**src/rtl/exec_pkg.sv**
```systemverilog
// Shared definitions for the JARVIS RV32 execute stage: ALU op codes,
// execute FSM states, divider step count and op-classification helpers.
package exec_pkg;

    localparam int DIV_STEPS = 32;

    typedef enum logic [3:0] {
        ALU_ADD  = 4'd0,
        ALU_SUB  = 4'd1,
        ALU_AND  = 4'd2,
        ALU_OR   = 4'd3,
        ALU_XOR  = 4'd4,
        ALU_SLL  = 4'd5,
        ALU_SRL  = 4'd6,
        ALU_SRA  = 4'd7,
        ALU_SLT  = 4'd8,
        ALU_SLTU = 4'd9,
        ALU_MUL  = 4'd10,
        ALU_DIV  = 4'd11,
        ALU_DIVU = 4'd12,
        ALU_REM  = 4'd13,
        ALU_REMU = 4'd14
    } alu_op_t;

    typedef enum logic [1:0] {
        ST_IDLE = 2'd0,
        ST_DIV  = 2'd1,
        ST_DONE = 2'd2
    } exec_state_t;

    function automatic logic is_div_op(alu_op_t op);
        return (op == ALU_DIV) || (op == ALU_DIVU) || (op == ALU_REM) || (op == ALU_REMU);
    endfunction

    function automatic logic is_signed_div(alu_op_t op);
        return (op == ALU_DIV) || (op == ALU_REM);
    endfunction

    // Quotient-producing divide ops; the rest of the divide group returns the remainder.
    function automatic logic is_quot_op(alu_op_t op);
        return (op == ALU_DIV) || (op == ALU_DIVU);
    endfunction

endpackage

```
**src/rtl/execute_if.sv**
```systemverilog
// Decode-to-execute-to-memacc bundle: instruction inputs from decode and the
// registered results handed on to the memory-access stage.
interface execute_if #(
    parameter int XLEN = 32
);
    import exec_pkg::*;

    logic             valid_in;
    logic [3:0]       alu_op_in;
    logic [XLEN-1:0]  src_a_in;
    logic [XLEN-1:0]  src_b_in;
    logic [XLEN-1:0]  pc_in;
    logic             rd_write_enable_in;
    logic             res_src_in;
    logic             mem_write_enable_in;
    logic [4:0]       rd_write_addr_in;
    logic [XLEN-1:0]  mem_write_data_in;

    logic             busy;
    logic             valid_out;
    logic [XLEN-1:0]  exec_data_out;
    logic [XLEN-1:0]  next_pc_out;
    logic [XLEN-1:0]  mem_write_data_out;
    logic             rd_write_enable_out;
    logic             res_src_out;
    logic             mem_write_enable_out;
    logic [4:0]       rd_write_addr_out;

    modport master (
        output valid_in, alu_op_in, src_a_in, src_b_in, pc_in,
               rd_write_enable_in, res_src_in, mem_write_enable_in,
               rd_write_addr_in, mem_write_data_in,
        input  busy, valid_out, exec_data_out, next_pc_out, mem_write_data_out,
               rd_write_enable_out, res_src_out, mem_write_enable_out,
               rd_write_addr_out
    );

    modport slave (
        input  valid_in, alu_op_in, src_a_in, src_b_in, pc_in,
               rd_write_enable_in, res_src_in, mem_write_enable_in,
               rd_write_addr_in, mem_write_data_in,
        output busy, valid_out, exec_data_out, next_pc_out, mem_write_data_out,
               rd_write_enable_out, res_src_out, mem_write_enable_out,
               rd_write_addr_out
    );

endinterface

```
**src/rtl/execute_div_iter.sv**
```systemverilog
// Iterative restoring divider working on operand magnitudes; one quotient bit
// per cycle. Sign fix-up of the results is left to the caller.
module div_iter #(
    parameter int XLEN      = 32,
    parameter int DIV_STEPS = 32
) (
    input  logic            clk,
    input  logic            reset_n,
    input  logic            start,
    input  logic            is_signed,
    input  logic [XLEN-1:0] dividend,
    input  logic [XLEN-1:0] divisor,
    output logic            busy,
    output logic            done,
    output logic [XLEN-1:0] quotient,
    output logic [XLEN-1:0] remainder
);
    import exec_pkg::*;

    localparam int CW = $clog2(DIV_STEPS);

    logic            running;
    logic [CW-1:0]   step_cnt;
    logic [XLEN-1:0] part_rem;
    logic [XLEN-1:0] quo;
    logic [XLEN-1:0] dvsr;
    logic [XLEN-1:0] abs_a;
    logic [XLEN-1:0] abs_b;
    logic [XLEN:0]   shifted;
    logic [XLEN-1:0] trial;
    logic            take;

    assign abs_a = (is_signed && dividend[XLEN-1]) ? -dividend : dividend;
    assign abs_b = (is_signed && divisor[XLEN-1])  ? -divisor  : divisor;

    // The dividend is shifted out of quo's top while quotient bits enter at the bottom.
    always_comb begin
        shifted = {part_rem, quo[XLEN-1]};
        take    = (shifted >= {1'b0, dvsr});
        trial   = shifted[XLEN-1:0] - dvsr;
    end

    always_ff @(posedge clk) begin
        if (!reset_n) begin
            running  <= 1'b0;
            step_cnt <= '0;
            part_rem <= '0;
            quo      <= '0;
            dvsr     <= '0;
        end else if (start && !running) begin
            running  <= 1'b1;
            step_cnt <= '0;
            part_rem <= '0;
            quo      <= abs_a;
            dvsr     <= abs_b;
        end else if (running) begin
            part_rem <= take ? trial : shifted[XLEN-1:0];
            quo      <= {quo[XLEN-2:0], take};
            step_cnt <= step_cnt + CW'(1);
            if (step_cnt == CW'(DIV_STEPS - 1)) begin
                running <= 1'b0;
            end
        end
    end

    assign busy      = running;
    assign done      = running && (step_cnt == CW'(DIV_STEPS - 1));
    assign quotient  = quo;
    assign remainder = part_rem;

endmodule

```
**src/rtl/execute.sv**
```systemverilog
// Execute stage: single-cycle ALU and MUL, divide special cases, iterative
// divide sequencing, and the registered boundary into memacc.
module execute #(
    parameter int XLEN      = 32,
    parameter int DIV_STEPS = exec_pkg::DIV_STEPS
) (
    input  logic      clk,
    input  logic      reset_n,
    execute_if.slave  bus
);
    import exec_pkg::*;

    localparam int SHW = $clog2(XLEN);
    localparam logic [XLEN-1:0] MIN_INT = {1'b1, {(XLEN-1){1'b0}}};

    alu_op_t         op;
    exec_state_t     state, state_next;
    logic [XLEN-1:0] a, b, next_pc;
    logic [SHW-1:0]  shamt;
    logic [XLEN-1:0] alu_result, special_result, single_result, div_result;
    logic            div_special;
    logic            load_single, load_div, div_start;
    logic            div_busy, div_done;
    logic [XLEN-1:0] div_quo, div_rem;

    alu_op_t         lat_op;
    logic            lat_q_neg, lat_r_neg;
    logic            lat_rd_we, lat_res_src, lat_mem_we;
    logic [4:0]      lat_rd_addr;
    logic [XLEN-1:0] lat_mem_wdata, lat_next_pc;

    assign op      = alu_op_t'(bus.alu_op_in);
    assign a       = bus.src_a_in;
    assign b       = bus.src_b_in;
    assign shamt   = b[SHW-1:0];
    assign next_pc = bus.pc_in + XLEN'(4);

    always_comb begin
        alu_result = '0;
        case (op)
            ALU_ADD:  alu_result = a + b;
            ALU_SUB:  alu_result = a - b;
            ALU_AND:  alu_result = a & b;
            ALU_OR:   alu_result = a | b;
            ALU_XOR:  alu_result = a ^ b;
            ALU_SLL:  alu_result = a << shamt;
            ALU_SRL:  alu_result = a >> shamt;
            ALU_SRA:  alu_result = $unsigned($signed(a) >>> shamt);
            ALU_SLT:  alu_result = {{(XLEN-1){1'b0}}, ($signed(a) < $signed(b))};
            ALU_SLTU: alu_result = {{(XLEN-1){1'b0}}, (a < b)};
            ALU_MUL:  alu_result = a * b;
            default:  alu_result = '0;
        endcase
    end

    // Divide-by-zero and signed overflow resolve in one cycle, bypassing the divider.
    always_comb begin
        div_special    = 1'b0;
        special_result = '0;
        if (b == '0) begin
            div_special    = 1'b1;
            special_result = is_quot_op(op) ? '1 : a;
        end else if (is_signed_div(op) && (a == MIN_INT) && (b == '1)) begin
            div_special    = 1'b1;
            special_result = is_quot_op(op) ? MIN_INT : '0;
        end
    end

    assign single_result = is_div_op(op) ? special_result : alu_result;

    always_comb begin
        if (is_quot_op(lat_op)) begin
            div_result = lat_q_neg ? -div_quo : div_quo;
        end else begin
            div_result = lat_r_neg ? -div_rem : div_rem;
        end
    end

    div_iter #(
        .XLEN      (XLEN),
        .DIV_STEPS (DIV_STEPS)
    ) u_div (
        .clk       (clk),
        .reset_n   (reset_n),
        .start     (div_start),
        .is_signed (is_signed_div(op)),
        .dividend  (a),
        .divisor   (b),
        .busy      (div_busy),
        .done      (div_done),
        .quotient  (div_quo),
        .remainder (div_rem)
    );

    always_ff @(posedge clk) begin
        if (!reset_n) begin
            state <= ST_IDLE;
        end else begin
            state <= state_next;
        end
    end

    always_comb begin
        state_next  = state;
        load_single = 1'b0;
        load_div    = 1'b0;
        div_start   = 1'b0;
        case (state)
            ST_IDLE: begin
                if (bus.valid_in) begin
                    if (is_div_op(op) && !div_special) begin
                        div_start  = 1'b1;
                        state_next = ST_DIV;
                    end else begin
                        load_single = 1'b1;
                    end
                end
            end
            ST_DIV: begin
                if (div_done) begin
                    state_next = ST_DONE;
                end
            end
            ST_DONE: begin
                load_div   = 1'b1;
                state_next = ST_IDLE;
            end
            default: state_next = ST_IDLE;
        endcase
    end

    assign bus.busy = (state != ST_IDLE) || div_busy;

    // Controls are captured at divide acceptance so the result never depends on decode holding.
    always_ff @(posedge clk) begin
        if (!reset_n) begin
            lat_op        <= ALU_ADD;
            lat_q_neg     <= 1'b0;
            lat_r_neg     <= 1'b0;
            lat_rd_we     <= 1'b0;
            lat_res_src   <= 1'b0;
            lat_mem_we    <= 1'b0;
            lat_rd_addr   <= '0;
            lat_mem_wdata <= '0;
            lat_next_pc   <= '0;
        end else if (div_start) begin
            lat_op        <= op;
            lat_q_neg     <= is_signed_div(op) && (a[XLEN-1] ^ b[XLEN-1]);
            lat_r_neg     <= is_signed_div(op) && a[XLEN-1];
            lat_rd_we     <= bus.rd_write_enable_in;
            lat_res_src   <= bus.res_src_in;
            lat_mem_we    <= bus.mem_write_enable_in;
            lat_rd_addr   <= bus.rd_write_addr_in;
            lat_mem_wdata <= bus.mem_write_data_in;
            lat_next_pc   <= next_pc;
        end
    end

    always_ff @(posedge clk) begin
        if (!reset_n) begin
            bus.valid_out            <= 1'b0;
            bus.exec_data_out        <= '0;
            bus.next_pc_out          <= '0;
            bus.mem_write_data_out   <= '0;
            bus.rd_write_enable_out  <= 1'b0;
            bus.res_src_out          <= 1'b0;
            bus.mem_write_enable_out <= 1'b0;
            bus.rd_write_addr_out    <= '0;
        end else if (load_single) begin
            bus.valid_out            <= 1'b1;
            bus.exec_data_out        <= single_result;
            bus.next_pc_out          <= next_pc;
            bus.mem_write_data_out   <= bus.mem_write_data_in;
            bus.rd_write_enable_out  <= bus.rd_write_enable_in;
            bus.res_src_out          <= bus.res_src_in;
            bus.mem_write_enable_out <= bus.mem_write_enable_in;
            bus.rd_write_addr_out    <= bus.rd_write_addr_in;
        end else if (load_div) begin
            bus.valid_out            <= 1'b1;
            bus.exec_data_out        <= div_result;
            bus.next_pc_out          <= lat_next_pc;
            bus.mem_write_data_out   <= lat_mem_wdata;
            bus.rd_write_enable_out  <= lat_rd_we;
            bus.res_src_out          <= lat_res_src;
            bus.mem_write_enable_out <= lat_mem_we;
            bus.rd_write_addr_out    <= lat_rd_addr;
        end else begin
            bus.valid_out            <= 1'b0;
            bus.rd_write_enable_out  <= 1'b0;
            bus.mem_write_enable_out <= 1'b0;
        end
    end

endmodule

```
**src/flat_wrapper.sv**
```systemverilog
// flat-port wrapper written by rule: the top's interface ports become plain ports
module execute_flat import exec_pkg::*;
#(
    parameter int XLEN      = 32,
    parameter int DIV_STEPS = exec_pkg::DIV_STEPS
)
  (clk, reset_n, bus_valid_in, bus_alu_op_in, bus_src_a_in, bus_src_b_in, bus_pc_in, bus_rd_write_enable_in, bus_res_src_in, bus_mem_write_enable_in, bus_rd_write_addr_in, bus_mem_write_data_in, bus_busy, bus_valid_out, bus_exec_data_out, bus_next_pc_out, bus_mem_write_data_out, bus_rd_write_enable_out, bus_res_src_out, bus_mem_write_enable_out, bus_rd_write_addr_out);
  execute_if #(.XLEN(XLEN)) bus_i ();
  input  logic clk;
  input  logic reset_n;
  input wire logic [$bits(bus_i.valid_in)-1:0] bus_valid_in;
  input wire logic [$bits(bus_i.alu_op_in)-1:0] bus_alu_op_in;
  input wire logic [$bits(bus_i.src_a_in)-1:0] bus_src_a_in;
  input wire logic [$bits(bus_i.src_b_in)-1:0] bus_src_b_in;
  input wire logic [$bits(bus_i.pc_in)-1:0] bus_pc_in;
  input wire logic [$bits(bus_i.rd_write_enable_in)-1:0] bus_rd_write_enable_in;
  input wire logic [$bits(bus_i.res_src_in)-1:0] bus_res_src_in;
  input wire logic [$bits(bus_i.mem_write_enable_in)-1:0] bus_mem_write_enable_in;
  input wire logic [$bits(bus_i.rd_write_addr_in)-1:0] bus_rd_write_addr_in;
  input wire logic [$bits(bus_i.mem_write_data_in)-1:0] bus_mem_write_data_in;
  output wire logic [$bits(bus_i.busy)-1:0] bus_busy;
  output wire logic [$bits(bus_i.valid_out)-1:0] bus_valid_out;
  output wire logic [$bits(bus_i.exec_data_out)-1:0] bus_exec_data_out;
  output wire logic [$bits(bus_i.next_pc_out)-1:0] bus_next_pc_out;
  output wire logic [$bits(bus_i.mem_write_data_out)-1:0] bus_mem_write_data_out;
  output wire logic [$bits(bus_i.rd_write_enable_out)-1:0] bus_rd_write_enable_out;
  output wire logic [$bits(bus_i.res_src_out)-1:0] bus_res_src_out;
  output wire logic [$bits(bus_i.mem_write_enable_out)-1:0] bus_mem_write_enable_out;
  output wire logic [$bits(bus_i.rd_write_addr_out)-1:0] bus_rd_write_addr_out;
  assign bus_i.valid_in = bus_valid_in;
  assign bus_i.alu_op_in = bus_alu_op_in;
  assign bus_i.src_a_in = bus_src_a_in;
  assign bus_i.src_b_in = bus_src_b_in;
  assign bus_i.pc_in = bus_pc_in;
  assign bus_i.rd_write_enable_in = bus_rd_write_enable_in;
  assign bus_i.res_src_in = bus_res_src_in;
  assign bus_i.mem_write_enable_in = bus_mem_write_enable_in;
  assign bus_i.rd_write_addr_in = bus_rd_write_addr_in;
  assign bus_i.mem_write_data_in = bus_mem_write_data_in;
  assign bus_busy = bus_i.busy;
  assign bus_valid_out = bus_i.valid_out;
  assign bus_exec_data_out = bus_i.exec_data_out;
  assign bus_next_pc_out = bus_i.next_pc_out;
  assign bus_mem_write_data_out = bus_i.mem_write_data_out;
  assign bus_rd_write_enable_out = bus_i.rd_write_enable_out;
  assign bus_res_src_out = bus_i.res_src_out;
  assign bus_mem_write_enable_out = bus_i.mem_write_enable_out;
  assign bus_rd_write_addr_out = bus_i.rd_write_addr_out;
  execute #(.XLEN(XLEN), .DIV_STEPS(DIV_STEPS)) u_core (.clk(clk), .reset_n(reset_n), .bus(bus_i));
endmodule
```
**config.mk**
```make
export PLATFORM = sky130hd
export DESIGN_NAME = execute_flat
export DESIGN_NICKNAME = d
export VERILOG_FILES = /design/src/rtl/exec_pkg.sv /design/src/rtl/execute_if.sv /design/src/rtl/execute_div_iter.sv /design/src/rtl/execute.sv /design/src/flat_wrapper.sv
export SDC_FILE = /design/constraint.sdc
export NUM_CORES = 2
export LEC_CHECK = 0
export BUFFER_PORTS_ARGS = -buffer_cell sky130_fd_sc_hd__buf_4
export CORE_ASPECT_RATIO = 0.9
export CORE_MARGIN = 2
export CORE_UTILIZATION = 64
export CTS_CLUSTER_DIAMETER = 100
export DETAILED_ROUTE_END_ITERATION = 7
export PLACE_DENSITY = 0.83
export SETUP_SLACK_MARGIN = 0.2
export SYNTH_ARGS = -nofsm -noshare
export SYNTH_HDL_FRONTEND = slang
export SYNTH_HIERARCHICAL = 1
export SYNTH_SLANG_ARGS = --single-unit
```
**constraint.sdc**
```tcl
create_clock -name clk -period 10.7 [get_ports clk]
set_input_delay 1.605 -clock clk [delete_from_list [all_inputs] [get_ports clk]]
set_output_delay 1.605 -clock clk [all_outputs]
set_load 0.005 [all_outputs]
```
==> metrics.txt <==
number of port buffers=248; core area=62,900 µm²; clock slew at reported path FFs=70 ps; GRT Residual Overflow=0; maximum vdd drop=0.996 mV; Setup violations, final=0; Post-Route Skew=23.6 ps; synthesized area=40,900 µm²; crit end category=flop; Crit path largest cell delay=~750 ps; met3 WL=31,200 µm; CTS buffer count=27; DR WL/cell=29.9 µm; fillcell total=4,881; slew margin rel.=0.118; fin nets=6,058; Cell Chain, Critical Path=buf_4, inv_1, nor2_1, fa_1, fa_1, fa_1, inv_1, fa_1, inv_1, fa_1, inv_1, fa_1, inv_1, fa_1, fa_1, ha_1, a2111oi_0, a2bb2oi_1, o21ai_0, and2_1, a31oi_1, xor2_1, nor2_1, o311a_1; Post-Layout Cell Count=6,125; synth top area cells=fa_1 (20%), dfxtp_1 (14%), ha_1 (7.9%); Post-synth top flop=dfxtp_1; dpl cells=6,061; WL final=around 180,000 µm; Yosys reg bits=between 200 and 300; syn nets=6,061; Hold Vio Cnt, Final=0; htree depth=1; All-Layer GR Usage=0.537; cell row count=87; Via Count=43,559; worst-case clock buffer depth=3; crit path kind=in2reg; hold_buf cts=0; Netlist cell types=89; final total negative setup slack=0 ps; Initial Util=0.650; Post-CTS Setup Bufs=0; most frequent cell after synthesis=nor2_1; die height=~240 µm; Clock Sink Count=about 290; Yosys top cell by area=fa_1; area occupied by multi-input gates=31,800 µm²; type of origin of the critical path=input port; minimum clock period=approximately 9400 ps; CP most frequent cell=fa_1; register area share after synthesis=0.140; Pins Over Slew Limit=0; commonest cells in the netlist=nor2_1 (750), nand2_1 (613), inv_1 (517); First-pass DRT Iterations=8; antenna viol nets, final=0; WP data arrival=9830 ps; Die X=271 µm; # DRC=40; EDFF count, synth=0; GP Congestion=approximately 1.1; asr flop ratio synth=0; Synth warnings=6; Area growth syn-to-layout=7.77%; wl on met1=roughly 64,000 µm; Worst path slowest cell=inv_1; drt initial violations=roughly 7,500; layout cell share with drive strength beyond 1=0.0961; HPWL Detailed=~130,000 µm; Max-Cap Viols=0; worst-margin pin slew=about 1300 ps; Seq. cell area=5750 µm²; cells after synthesis=~5,200; largest net degree at the start of global routing=~110; DR vias/cell=around 7.1; leakage dissipation=19.3 nW; I/O pins=249; status=complete, but fails checks; Crit Path Max Fanout=15; Worst Path Required=between 10,000 and 15,000 ps; unrepaired setup endpoints after global routing=false; routed wl met2=71,800 µm; highest routed layer=met5; root buf cell=clkbuf_16; Die ar.=66,000 µm²; Tcrit/Tclk final=0.876; hold crit path type=reg2reg; first-pass GRT wire length=266,000 µm; Avg Cell Area, Syn=7.80 µm²; top cell type's share of synthesized area=0.201; vias in the first global route=approximately 42,000; final cell utilization of the core=0.701; Clk Latency, worst-skew pair=580 ps; # resized after CTS=0; antenna violations before repair=15; TritonCTS clock tree=built; fmax=0.107 GHz; PD cells=409 nW/µm²; violated checks=design-rule violations
## cell usage in the layout (no fill, tap or decap), types with 128 or more instances in the layout
cell / n
o21ai_0: 215
nand2_1: 613
buf_4: 333
a211oi_1: 128
inv_1: 516
dfxtp_1: 286
a21oi_1: 262
fa_1: 411
ha_1: 259
nor2_1: 748
xnor2_1: 175
## cell type report
type                    instances  share of cell area
inverters                     537              0.0458
clock buffers                  34              0.0173
clock inverters                16             0.00377
well taps                     845              0.0240
repair buffers                333              0.0567
diodes                         14            0.000794
multi-input cells            4059               0.721
flip-flops and latches        287               0.130
## power breakdown
| group | internal [W] | total [W] | switching, W | leakage, nW |
|---|---|---|---|---|
| logic | 0.00586 | 0.0158 | 0.00989 | 16.5 |
| clock network | 0.000559 | 0.00103 | 0.000468 | 0.454 |
| registers | 0.00115 | 0.00123 | 0.0000832 | 2.35 |
| total | 0.00757 | 0.0180 | 0.0104 | 19.3 |
## routing by layer
| metal | track usage | vias up |
|---|---|---|
| li1 | - | 17749 |
| met1 | 0.675 | 20607 |
| met2 | 0.738 | 4061 |
| met3 | 0.250 | 1122 |
| met4 | 0.338 | 20 |
| met5 | 0.0336 | - |
## kinds of logic (layout without fill, tap and decap cells)
| group | Yosys count | after routing | synth area share |
|---|---|---|---|
| other cells | 0 | 14 | 0 |
| simple gates | 1859 | 1859 | 0.202 |
| fa+ha+maj | 670 | 670 | 0.280 |
| mux | 166 | 166 | 0.0579 |
| buf+inv | 902 | 920 | 0.0835 |
| compound gates | 1099 | 1099 | 0.179 |
| xor+xnor | 265 | 265 | 0.0567 |
| flops | 287 | 287 | 0.140 |
## path summary, 6_finish.rpt
check                                  from                         endpoint  slack [ps]  cells after the start
setup / recovery           bus_src_a_in[10]     u_core/bus.exec_data_out[27]        1330                     24
setup reg to reg  u_core/u_div/remainder[8]     u_core/bus.exec_data_out[19]        6780                      9
hold / removal            u_core/lat_mem_we  u_core/bus.mem_write_enable_out         460                      2
hold reg to reg           u_core/lat_mem_we  u_core/bus.mem_write_enable_out         460                      2
## worst max-delay path: cells and delay by family
| family | cells | cell delay (ps) |
|---|---|---|
| compound gates | 5 | 1880 |
| xor+xnor | 1 | 230 |
| fa+ha+maj | 9 | 4290 |
| buf+inv | 6 | 1200 |
| simple gates | 3 | 580 |
## stage by stage
| step | power (W) | area [µm²] | setup slack [ps] | hold slack (ps) |
|---|---|---|---|---|
| after floorplan | 0.0114 | 40900 | 1060 | 435 |
| after global placement | 0.0158 | 43100 | 1330 | 444 |
| after detailed placement | 0.0160 | 43100 | 1100 | 455 |
| after CTS | 0.0171 | 44100 | 1690 | 453 |
| after global routing | 0.0188 | 44100 | 1240 | 472 |
| final | 0.0180 | 44100 | 1330 | 457 |
## state kept, by name (all words and copies together), names as in the netlist, 2 cells and up
signal and count:
u_core/u_div/remainder 32, u_core/lat_mem_wdata 32, u_core/state 2, u_core/lat_op 4
u_core/u_div/dvsr 32, u_core/u_div/step_cnt 5, u_core/bus.next_pc_out 32, u_core/bus.exec_data_out 32
u_core/lat_next_pc 32, u_core/bus.rd_write_addr_out 5, u_core/lat_rd_addr 5, u_core/bus.mem_write_data_out 32
u_core/u_div/quotient 32
(Power assumes the default switching activity.)
